`src/rtl/keypad_scanner.sv`:
```
// 3x3 matrix keypad scanner: row rotation, column synchronisation, full-frame
// classification and debounced single-key acceptance with a press strobe.
module keypad_scanner #(
    parameter int SETTLE_CYCLES  = 1200,
    parameter int DEBOUNCE_SCANS = 8
) (
    input  logic       hwclk,
    input  logic       reset,
    output logic       keypad_r1,
    output logic       keypad_r2,
    output logic       keypad_r3,
    input  logic       keypad_c1,
    input  logic       keypad_c2,
    input  logic       keypad_c3,
    output logic [3:0] button,
    output logic       bstate,
    output logic       press_pulse
);

    localparam int CNT_W   = $clog2(SETTLE_CYCLES);
    localparam int MATCH_W = $clog2(DEBOUNCE_SCANS + 1);

    localparam logic [3:0] RES_NONE  = 4'd0;
    localparam logic [3:0] RES_MULTI = 4'hF;

    typedef enum logic [1:0] {ROW0, ROW1, ROW2} row_t;

    row_t               state;
    row_t               state_next;
    logic [CNT_W-1:0]   slot_cnt;
    logic               slot_end;
    logic [2:0]         rows;
    logic [2:0]         rows_next;
    logic [2:0]         col_meta;
    logic [2:0]         col_sync;
    logic [2:0]         col_hit;
    logic [8:0]         hit;
    logic [8:0]         frame_hits;
    logic               frame_edge;
    logic [3:0]         result;
    logic [3:0]         cand;
    logic [MATCH_W-1:0] match;
    logic               accept_p1;

    // 0 = no key, 1..9 = single key (bit index + 1), 15 = two or more keys.
    function automatic logic [3:0] classify(input logic [8:0] v);
        logic [3:0] code;
        int         n;
        code = RES_NONE;
        n    = 0;
        for (int i = 0; i < 9; i++) begin
            if (v[i]) begin
                n    = n + 1;
                code = 4'(i + 1);
            end
        end
        if (n >= 2) code = RES_MULTI;
        return code;
    endfunction

    function automatic logic [MATCH_W-1:0] sat_inc(input logic [MATCH_W-1:0] c);
        if (c >= MATCH_W'(DEBOUNCE_SCANS)) return c;
        return c + MATCH_W'(1);
    endfunction

    assign slot_end   = (slot_cnt == CNT_W'(SETTLE_CYCLES - 1));
    assign frame_edge = slot_end && (state == ROW2);
    assign col_hit    = ~col_sync;
    assign frame_hits = {col_hit, hit[5:0]};
    assign result     = classify(frame_hits);

    assign keypad_r1 = rows[0];
    assign keypad_r2 = rows[1];
    assign keypad_r3 = rows[2];

    // Row scan: state register and slot counter
    always_ff @(posedge hwclk) begin
        if (reset) begin
            state    <= ROW0;
            slot_cnt <= '0;
            rows     <= 3'b110;
        end else begin
            state    <= state_next;
            slot_cnt <= slot_end ? '0 : slot_cnt + CNT_W'(1);
            rows     <= rows_next;
        end
    end

    always_comb begin
        state_next = state;
        rows_next  = 3'b111;
        if (slot_end) begin
            case (state)
                ROW0:    state_next = ROW1;
                ROW1:    state_next = ROW2;
                default: state_next = ROW0;
            endcase
        end
        case (state_next)
            ROW0:    rows_next = 3'b110;
            ROW1:    rows_next = 3'b101;
            default: rows_next = 3'b011;
        endcase
    end

    // Column synchroniser and per-row hit capture
    always_ff @(posedge hwclk) begin
        if (reset) begin
            col_meta <= 3'b111;
            col_sync <= 3'b111;
            hit      <= '0;
        end else begin
            col_meta <= {keypad_c3, keypad_c2, keypad_c1};
            col_sync <= col_meta;
            if (slot_end) begin
                case (state)
                    ROW0:    hit[2:0] <= col_hit;
                    ROW1:    hit[5:3] <= col_hit;
                    default: hit      <= '0;
                endcase
            end
        end
    end

    // Frame debounce; accept_p1 marks the frame where the count first saturates
    always_ff @(posedge hwclk) begin
        if (reset) begin
            cand      <= RES_NONE;
            match     <= '0;
            accept_p1 <= 1'b0;
        end else begin
            accept_p1 <= 1'b0;
            if (frame_edge) begin
                if (result == cand) begin
                    match     <= sat_inc(match);
                    accept_p1 <= (match == MATCH_W'(DEBOUNCE_SCANS - 1));
                end else begin
                    cand      <= result;
                    match     <= MATCH_W'(1);
                    accept_p1 <= (DEBOUNCE_SCANS == 1);
                end
            end
        end
    end

    // Acceptance stage; a key only registers from the released state
    always_ff @(posedge hwclk) begin
        if (reset) begin
            button      <= 4'd0;
            bstate      <= 1'b0;
            press_pulse <= 1'b0;
        end else begin
            press_pulse <= 1'b0;
            if (accept_p1) begin
                if (cand == RES_NONE) begin
                    bstate <= 1'b0;
                end else if (cand != RES_MULTI && !bstate) begin
                    button      <= cand;
                    bstate      <= 1'b1;
                    press_pulse <= 1'b1;
                end
            end
        end
    end

endmodule
```
`config.mk`:
```
export PLATFORM = sky130hd
export DESIGN_NAME = keypad_scanner
export DESIGN_NICKNAME = d
export VERILOG_FILES = /design/src/rtl/keypad_scanner.sv
export SDC_FILE = /design/constraint.sdc
export NUM_CORES = 1
export LEC_CHECK = 0
export BUFFER_PORTS_ARGS = -buffer_cell sky130_fd_sc_hd__buf_2
export CORE_MARGIN = 2
export CORE_UTILIZATION = 55
export DETAILED_ROUTE_END_ITERATION = 10
export PLACE_DENSITY = 0.84
export SLEW_MARGIN = 10
export SYNTH_ARGS = -nofsm -noshare
export SYNTH_HDL_FRONTEND = slang
export SYNTH_SLANG_ARGS = --single-unit
```
`constraint.sdc`:
```
create_clock -name hwclk -period 5.9 [get_ports hwclk]
set_clock_uncertainty 0.2 [all_clocks]
set_input_delay 0.59 -clock hwclk [delete_from_list [all_inputs] [get_ports hwclk]]
set_output_delay 0.59 -clock hwclk [all_outputs]
set_load 0.03 [all_outputs]
```
Yosys cells after proc, flatten, opt, wreduce, memory -nomap -nowiden
Cells that the tools add are included.
- flip-flop bits (word level): 43
- output and inout port bits: 9
- word-level logic and storage cells: 89
- add/subtract/negate cells: 10
- order comparisons: 2
- equality and inequality tests: 8
- muxes and demuxes: 33
- bitwise operators: 7
- reductions and logical operators: 16
- operators by type and width (kind ; number):
    adder 32 x 2 -> 32 bit (second input constant) ; 8
    two-way mux 32 bit ; 8
    two-way mux 4 bit ; 11
    >= comparator 32 x 3 -> 1 bit (second input constant) ; 1
    case mux 3 bit (2 select lines) ; 3
    adder 11 x 1 -> 11 bit (second input constant) ; 1
    == test 11 bit (second input constant) ; 1
    AND reduction 2 bit ; 5
    two-way mux 1 bit ; 9
    NOT 1 bit ; 6
    OR reduction 3 bit ; 2
    adder 4 x 1 -> 4 bit (second input constant) ; 1
    == test 2 x 1 -> 1 bit (second input constant) ; 2
    == test 4 x 3 -> 1 bit (second input constant) ; 1
    == test 4 bit ; 1
    >= comparator 4 bit (second input constant) ; 1
    logical NOT 2 bit ; 2
    logical NOT 4 bit ; 1
    != test 4 bit (second input constant) ; 1
    case mux 2 bit (2 select lines) ; 1
    != test 3 bit (second input constant) ; 1
    NOT 3 bit ; 1
    AND reduction 3 bit ; 1
    == test 2 bit (second input constant) ; 1
    5 further kinds ; 6

Logic depth before layout (Yosys ltp)
Gate-level depths: netlist of the first run.
- depth in word-level cells: 25
- depth in mapped cells: 30

Least setup slack after synthesis of the first run
OpenSTA, ideal clock, no wires.
- kind: register to register
- start point: register hit[0]
- end point: register cand[2]
- library setup time: 0.128 ns
- data arrival time: 5.165 ns
- slack: 0.406 ns
- cell stages (with the launch flop): 31
- path buffers: 1
- cells stage by stage: dfxtp_1 > inv_1 > ha_1 > clkbuf_2 > xnor3_2 > inv_1 > ha_1 > inv_1 > a32oi_4 > nand2_4 > inv_1 > ha_1 > nand2_1 > o21ai_0 > ha_1 > nor2_1 > a21o_1 > nand2_1 > ha_1 > nand2_1 > a21oi_1 > ha_1 > o21ai_0 > nor2b_1 > a211oi_1 > o311ai_1 > a2111oi_2 > nor2_1 > o22a_2 > nor4b_1 > nor3_1
- longest elaborated chain between the ends: 22
- elaborated cells between the ends (all ways): 31
- those cells by class: add/sub (8); order compare (1); eq/ne (1); mux (19); bitwise (1); reduce/logical (1)
- RTL lines (item ; RTL line ; text):
    start: declaration ; 37 ; logic [8:0] hit;
    start signal: assignment ; 117 ; ROW0: hit[2:0] <= col_hit;
    two-way mux 1 bit ; 52 ; if (v[i]) begin
    adder 32 x 2 -> 32 bit ; 53 ; n = n + 1;
    two-way mux 32 bit ; 52 ;
    adder 32 x 2 -> 32 bit ; 53 ;
    two-way mux 32 bit ; 52 ;
    adder 32 x 2 -> 32 bit ; 53 ;
    two-way mux 32 bit ; 52 ;
    adder 32 x 2 -> 32 bit ; 53 ;
    [6 not listed] ; n/a ;
    two-way mux 32 bit ; 52 ;
    adder 32 x 2 -> 32 bit ; 53 ;
    two-way mux 32 bit ; 52 ;
    >= comparator 32 x 3 -> 1 bit ; 57 ; if (n >= 2) code = RES_MULTI;
    two-way mux 4 bit (*) ; 57 ;
    == test 4 bit ; 134 ; if (result == cand) begin
    NOT 1 bit (no line) ; n/a ;
    AND reduction 2 bit (no line) ; n/a ;
    end signal: assignment ; 138 ; cand <= result;
    end: declaration ; 41 ; logic [3:0] cand;
Mark *: on every way between the ends. The rest lies on a longest branch, timed or not.
A chain may end at the register's enable or synchronous reset.

Final worst setup path of the first run
- start point: register hit[0]
- end point: register cand[1]
Same word-level chain as after synthesis.

==> results_dict.tcl, run 1 <==
set metrics [dict create \
    place.gp.congestion 0.814 \
    cts_hold_buf 0 \
    finalCritPeriodShare_pct 96.3 \
    drive_above_1_share_pct 22.9 \
    cts_max_level 2 \
    cp_top_family "compound AO/OA/AOI/OAI gates" \
    leakage_nw 1.27 \
    initialDrtViolationCount 108 \
    synthFlopType "dfxtp_1" \
    coreArea_um2 4660 \
    ant_nets 0 \
    first_pass_iters 4 \
    grt.overflow.total 0 \
    setup_viol 0 \
    slowest_delay_ns 0.38 \
    grt_use_total_pct 21.3 \
    synth_area_leader_cell "dfxtp_1" \
    status "complete, no violations" \
    rrSetupSlack_ns 0.22 \
    dp_hpwl_um 3630 \
    synth-edff-count 0 \
    synth.top_cell.area_share_pct 32.8 \
    grt_pass1_wl_um 8990 \
    hold_viol 0 \
    slowest_stage "dfxtp_4" \
    vias_per_cell 5.77 \
    vias 2152 \
    crit_buf_inv 4 \
    synth.distinct_cells 64 \
    drcViolationCount 0 \
    synthTopCellsByCount "dfxtp_1 (43), nor2_1 (42), a21oi_1 (20)" \
    cts_made_buffers 5 \
    grt_pass1_vias 2048 \
    clk_path_buf_depth 2 \
    antenna_found_initial 0 \
    cp.arrival_ns 5.68 \
    ys_top_cells_by_area "dfxtp_1 (33%), ha_1 (6.2%), nor2_1 (6.0%)" \
    synthCells 300 \
    die_w_um 73.1 \
    drv_slew 0 \
    wl_per_cell_um 14.4 \
    slew_headroom_pct 53.6 \
    syn-cell-area_um2 2630 \
    wirelength_um 5380 \
    cts.sinks 43 \
    fillers 374 \
    end_kind "flip-flop" \
    synth_seq_area_share_pct 32.8 \
    dp.cells 357 \
    syn_area_per_cell_um2 8.75 \
    syn_to_final_growth_pct 11.7 \
    die_h_um 73.1 \
    hold_slack_ns 0.213 \
    drv_cap 0 \
    seq_area_um2 868 \
    worst_setup_path_start_kind "flip-flop" \
    die_area_um2 5340 \
    port_buffers 13 \
    ir_worst_vdd_v 0.000244 \
    critPathMaxFanout 6 \
    cts-root-buf "clkbuf_8" \
    critPathMostFrequentCell "ha_1" \
    worstSetupPathType "reg2reg" \
    fin_crit_ns 5.68 \
    fin_nets 336 \
    synth_most_common_cell "dfxtp_1" \
    grt_max_degree 33 \
    synth_nets 318 \
    clkTransAtPathRegs_ns 0.08 \
    multi_input_area_um2 1680 \
    initial_core_util_pct 56.3 \
    synthArstFlopShare_pct 0 \
    ys_ff_latch 43 \
    ys_warn_count 0 \
    tightest_slew_ns 0.691 \
    power_density_nw_per_um2 183 \
    cts_tree "yes" \
    diodes 0 \
    required_ns 5.90 \
    min_path_type "reg2reg" \
    rows 25 \
    clkLatencyLatePin_ns 0.30 \
    ios 14 \
    stdcell_count 373 \
    max_freq_ghz 0.176 \
]
[sequential cells by signal (all words and copies together), names as in the netlist, 3 cells and up]
register and count:
rows 3, button 4, cand 4, match 4
hit 6, col_meta 3, col_sync 3, slot_cnt 11
[report_power, final]
group	internal (W)	leakage [nW]	switching, W
Clock	0.000107	0.0515	0.0000947
Sequential	0.000293	0.350	0.00000410
Combinational	0.0000172	0.868	0.0000209
[through the flow]
step | util [%] | worst slack, ns | cell area (µm²) | total power (W) | TNS (ns)
floorplan | - | 0.406 | 2630 | 0.000329 | 0
global placement | 58.1 | 0.149 | 2710 | 0.000334 | 0
detailed placement | 58.1 | -0.177 | 2710 | 0.000335 | -0.817
CTS | 61.3 | 0.0478 | 2860 | 0.000537 | 0
global route | 62.9 | -0.191 | 2930 | 0.000556 | -1.01
finish | 62.9 | 0.219 | 2930 | 0.000536 | 0
[final timing paths]
| check | from | endpoint | cells past startpoint |
|---|---|---|---|
| worst max-delay path | hit[0] | cand[1] | 31 |
| worst min register to register | col_meta[2] | col_sync[2] | 1 |
| worst max register to register | hit[0] | cand[1] | 31 |
| worst min-delay path | col_meta[2] | col_sync[2] | 1 |
[placed cells by master, fill, tap and decap left out, types with 3 or more instances in the layout]
cell type,synthesis,routed
nand2b_1,7,7
a21o_1,5,5
nor2_1,42,41
or3_1,5,5
xnor2_1,11,11
ha_1,13,10
nor3_1,6,6
mux2i_1,7,7
inv_1,16,14
nand3_1,10,10
a21oi_1,20,19
nor3b_1,4,4
a311oi_1,3,3
or2_2,6,6
o21ai_0,9,7
dfxtp_1,43,41
buf_2,2,13
nand2_1,19,18
clkbuf_8,0,7
xor2_1,9,9
buf_4,3,12
[layout make-up]
cell class | count | area share (%)
repair buffers | 25 | 5.29
multi-input cells | 227 | 57.3
clock buffers | 8 | 3.41
inverters | 16 | 2.05
flip-flops and latches | 43 | 29.6
well taps | 54 | 2.30
[cell families after synthesis]
group	Yosys count	synth area share (%)
adders and majority gates	13	6.20
xor gates and xnor gates	23	9.44
DFF	43	32.8
muxes	9	4.05
AOI/OAI and AO/OA	57	16.6
and+or+nand+nor	125	25.5
buffers and inverters	30	5.34
[per-layer routing]
metal	up-vias	global-route usage [%]	part of all wire [%]
met5	-	0	0
met4	0	8.02	2.1
met3	9	3.73	4.3
met2	58	36.5	52
met1	1007	26.4	42
li1	1078	-	-
[what timing repair did]
action,4_1_cts,5_1_grt
buffers inserted,4,4
setup endpoints to repair,9,9
gates resized for setup,5,16
pin swaps,5,11
(Power assumes the default switching activity.)
==> inputs of run 2 (changes only) <==
Settings changed: ABC_AREA set to 1, PLACE_DENSITY 0.84 to 0.75.
==> results_dict.tcl, run 2 <==
set metrics [dict create \
    largest_register_ffs 11 \
    cts_max_level 2 \
    synth_most_common_cell "nand2_1" \
    synth-edff-count 0 \
    fillers 434 \
    critPathMostFrequentCell "nand2_1" \
    dp.cells 456 \
    cp.arrival_ns 5.47 \
    reg2reg_from "hit[1]" \
    slowest_delay_ns 0.37 \
    synthFlopType "dfxtp_1" \
    swShare_pct 23.2 \
    wirelength_um 5220 \
    ys_top_cells_by_area "dfxtp_1 (33%), nand2_1 (14%), inv_1 (7.6%)" \
    cts_made_buffers 5 \
    ys_ff_latch 43 \
    cts_tree "yes" \
    drv_cap 0 \
    clk_path_buf_depth 2 \
    critPathMaxFanout 7 \
    grt_pass1_wl_um 8890 \
    synthCells 395 \
    leakage_nw 1.34 \
    fin_tns_setup_ns 0 \
    hold_start "col_meta[2]" \
    ys_warn_count 0 \
    vias_per_cell 5.27 \
    fin_crit_ns 5.45 \
    power_frac_seq_pct 52.3 \
    grt.overflow.total 0 \
    slew_headroom_pct 55.6 \
    worstSetupPathType "reg2reg" \
    ant_nets 0 \
    syn-cell-area_um2 2630 \
    grt_use_total_pct 20.9 \
    largest_register "slot_cnt" \
    syn_to_final_growth_pct 9.61 \
    comb_power_share_pct 6.7 \
    die_h_um 73.2 \
    drive_above_1_share_pct 17.6 \
    wl_per_cell_um 11.2 \
    die_area_um2 5350 \
    synth_area_leader_cell "dfxtp_1" \
    final_common_cell "nand2_1" \
    drcViolationCount 0 \
    hold_viol 0 \
    setup_viol 0 \
    p_int_w 0.000435 \
    dp_hpwl_um 4090 \
    grt_pass1_vias 2200 \
    synth_nets 413 \
    fin_nets 431 \
    end_kind "flip-flop" \
    place.gp.congestion 0.879 \
    cts.sinks 43 \
    synthTopCellsByCount "nand2_1 (96), inv_1 (53), dfxtp_1 (43)" \
    port_buffers 13 \
    crit_start "hit[1]" \
    power_density_nw_per_um2 196 \
    die_w_um 73.2 \
    syn_area_per_cell_um2 6.66 \
    initialDrtViolationCount 101 \
    synth.distinct_cells 31 \
    rsz0062_at_grt "no" \
    slowest_stage "dfxtp_1" \
    status "complete, no violations" \
    cts-root-buf "clkbuf_8" \
    coreArea_um2 4660 \
    worst_setup_path_start_kind "flip-flop" \
    clkTransAtPathRegs_ns 0.09 \
    stdcell_count 468 \
    synthArstFlopShare_pct 0 \
    synth.top_cell.area_share_pct 32.7 \
    initial_core_util_pct 56.5 \
    finalCritPeriodShare_pct 92.4 \
    layout_common_cells "nand2_1 (96), inv_1 (53), dfxtp_1 (42), nor2_1 (33), nand3_1 (28)" \
    rrSetupSlack_ns 0.45 \
    ios 14 \
    tightest_slew_ns 0.661 \
    min_path_type "reg2reg" \
    first_pass_iters 4 \
    reg.largest.list "slot_cnt (11), hit (6)" \
    vias 2465 \
    antenna_found_initial 0 \
    max_freq_ghz 0.183 \
    rows 25 \
    ir_worst_vdd_v 0.000170 \
    clkLatencyLatePin_ns 0.29 \
    p_sw_w 0.000132 \
    grt_max_degree 24 \
    required_ns 5.92 \
    pwr-share-clk_pct 41.0 \
    finalPower_w 0.000566 \
    synth_seq_area_share_pct 32.7 \
    diodes 0 \
    drv_slew 0 \
]
## run 2: final timing paths
path,endpoint,cells past startpoint
min reg2reg,col_sync[2],1
min,col_sync[2],1
max reg2reg,match[2],38
max,match[2],38
## run 2: cell type report
type / count / area, µm² / share of cell area, %
timing repair buffer: 17 / 92.6 / 3.21
tap: 54 / 67.6 / 2.34
multi-input combinational: 286 / 1520 / 52.8
clock buffer: 5 / 68.8 / 2.39
sequential: 43 / 862 / 29.9
inverter: 60 / 225 / 7.81
clock inverter: 3 / 46.3 / 1.61
## run 2: routing by layer
| layer | vias up | track usage [%] | routed length [µm] |
|---|---|---|---|
| met5 | - | 0 | 0 |
| met4 | 0 | 7.00 | 70 |
| met3 | 6 | 3.73 | 122 |
| met2 | 29 | 36.4 | 2540 |
| met1 | 1116 | 25.9 | 2490 |
| li1 | 1314 | - | - |
## run 2: through the flow
stage                     cell area, µm²  hold WS, ns  worst slack [ns]  utilization [%]
after floorplan                     2630        0.189              1.04                -
after global placement              2730        0.191             0.666             58.6
after detailed placement            2730        0.193             0.441             58.6
after CTS                           2850        0.212             0.409             61.0
after global routing                2880        0.224            0.0169             61.9
final                               2880        0.212             0.449             61.9
## run 2: cell families after synthesis
family	count (synthesis)	share of synthesized area, %
buffers and inverters	66	9.84
and+or+nand+nor	230	41.9
xor gates and xnor gates	1	0.333
adders and majority gates	13	6.18
DFF	43	32.7
AOI/OAI and AO/OA	42	9.04
## run 2: critical path, delay by kind of cell (launching register included)
kind,cells,cell delay (ns)
adders and majority gates,6,1.62
AOI/OAI and AO/OA,1,0.17
DFF,1,0.37
buffers and inverters,7,0.61
and+or+nand+nor,24,2.38
## run 2: power groups by stage
stage                     logic (W)  clock network (W)  registers [W]
final                     0.0000380           0.000232       0.000296
after global routing      0.0000434           0.000249       0.000297
after CTS                 0.0000353           0.000237       0.000296
after detailed placement  0.0000352                  0       0.000303
after global placement    0.0000343                  0       0.000303
after floorplan           0.0000294                  0       0.000302
## run 2: repair_timing
action	4_1_cts	5_1_grt
buffers inserted	0	4
hold buffers	0	0
endpoints found under the setup margin	0	7
gates resized for setup	0	5
==> inputs of run 3 (changes only) <==
Settings changed: CTS_BUF_LIST set to sky130_fd_sc_hd__clkbuf_16.
==> results_dict.tcl, run 3 (synthesized netlist as in run 2, its figures left out) <==
set metrics [dict create \
    antenna_found_initial 0 \
    rsz0062_at_grt "no" \
    tightest_slew_ns 0.662 \
    hold_viol 0 \
    grt_max_degree 24 \
    leakage_nw 1.37 \
    grt_use_total_pct 20.8 \
    reg.largest.list "slot_cnt (11), hit (6)" \
    wirelength_um 5220 \
    fin_crit_ns 5.46 \
    wl_per_cell_um 11.1 \
    ir_worst_vdd_v 0.000220 \
    cts_tree "yes" \
    first_pass_iters 4 \
    grt.overflow.total 0 \
    slew_headroom_pct 55.5 \
    initial_core_util_pct 56.5 \
    min_path_type "reg2reg" \
    stdcell_count 468 \
    dp.cells 456 \
    port_buffers 13 \
    ios 14 \
    initialDrtViolationCount 114 \
    clk_path_buf_depth 2 \
    vias_per_cell 5.27 \
    drv_cap 0 \
    clkTransAtPathRegs_ns 0.06 \
    cts_made_buffers 5 \
    grt_pass1_wl_um 8880 \
    fin_tns_setup_ns 0 \
    reg2reg_from "hit[1]" \
    cts_max_level 2 \
    slowest_stage "dfxtp_1" \
    drive_above_1_share_pct 17.6 \
    cp.arrival_ns 5.43 \
    clkLatencyLatePin_ns 0.28 \
    drcViolationCount 0 \
    syn_to_final_growth_pct 11.7 \
    place.gp.congestion 0.879 \
    slowest_delay_ns 0.36 \
    required_ns 5.87 \
    diodes 0 \
    max_freq_ghz 0.183 \
    dp_hpwl_um 4090 \
    rows 25 \
    place_ws_ns 0.441 \
    layout_common_cells "nand2_1 (96), inv_1 (53), dfxtp_1 (42), nor2_1 (33), nand3_1 (28)" \
    setup_viol 0 \
    vias 2466 \
    worst_setup_path_start_kind "flip-flop" \
    die_w_um 73.2 \
    ant_nets 0 \
    final_common_cell "nand2_1" \
    drv_slew 0 \
    largest_register_ffs 11 \
    grt_pass1_vias 2216 \
    worstSetupPathType "reg2reg" \
    status "complete, no violations" \
    power_density_nw_per_um2 220 \
    cts.sinks 43 \
    die_area_um2 5350 \
    hold_start "col_meta[2]" \
    end_kind "flip-flop" \
    crit_start "hit[1]" \
    cts-root-buf "clkbuf_16" \
    critPathMostFrequentCell "nand2_1" \
    fin_nets 431 \
    die_h_um 73.2 \
    coreArea_um2 4660 \
    finalCritPeriodShare_pct 92.6 \
    largest_register "slot_cnt" \
    setup_ws_ns 0.439 \
    critPathMaxFanout 7 \
]
==> run 3: routing by layer <==
metal	GRT usage (%)	vias to the layer above	part of all wire, %
li1	-	1312	-
met1	25.6	1109	47
met2	36.3	39	49
met3	3.31	6	3.1
met4	7.20	0	1.4
met5	0	-	0
==> run 3: worst max-delay path, delay by kind of cell (launching register included) <==
family          cells  cell delay [ns]
fa+ha+maj           6             1.62
flops               1             0.36
compound gates      1             0.22
simple gates       25             2.32
buf+inv             7             0.61
==> run 3: area by class of cell <==
cell class,count,area [µm²]
clock buffer,5,125
fill,431,1720
clock inverter,3,46.3
multi-input combinational,286,1520
tap,54,67.6
sequential,43,862
inverter,60,225
timing repair buffer,17,92.6
==> run 3: worst paths after layout <==
kind                               endpoint  slack, ns  cells past startpoint
worst max-delay path                cand[2]       0.44                     39
worst min-delay path            col_sync[2]       0.21                      1
worst max register to register      cand[2]       0.44                     39
worst min register to register  col_sync[2]       0.21                      1
==> run 3: through the flow <==
stage | utilization (%) | instance area [µm²] | total power [W] | hold WS [ns]
6_report | 63.1 | 2940 | 0.000647 | 0.209
3_3_place_gp | 58.6 | 2730 | 0.000338 | 0.191
5_1_grt | 63.1 | 2940 | 0.000671 | 0.217
2_1_floorplan | - | 2630 | 0.000331 | 0.189
3_5_place_dp | 58.6 | 2730 | 0.000338 | 0.193
4_1_cts | 62.3 | 2900 | 0.000650 | 0.210
==> run 3: what timing repair did <==
action / 4_1_cts / 5_1_grt
buffers inserted: 0 / 4
hold buffers: 0 / 0
endpoints found under the setup margin: 0 / 7
resized for setup: 0 / 6
==> run 3: where the power goes <==
part / total (W) / switching, W / internal, W
clock network: 0.000312 / 0.000111 / 0.000201
registers: 0.000297 / 0.00000280 / 0.000294
logic: 0.0000381 / 0.0000245 / 0.0000137
total: 0.000647 / 0.000139 / 0.000508
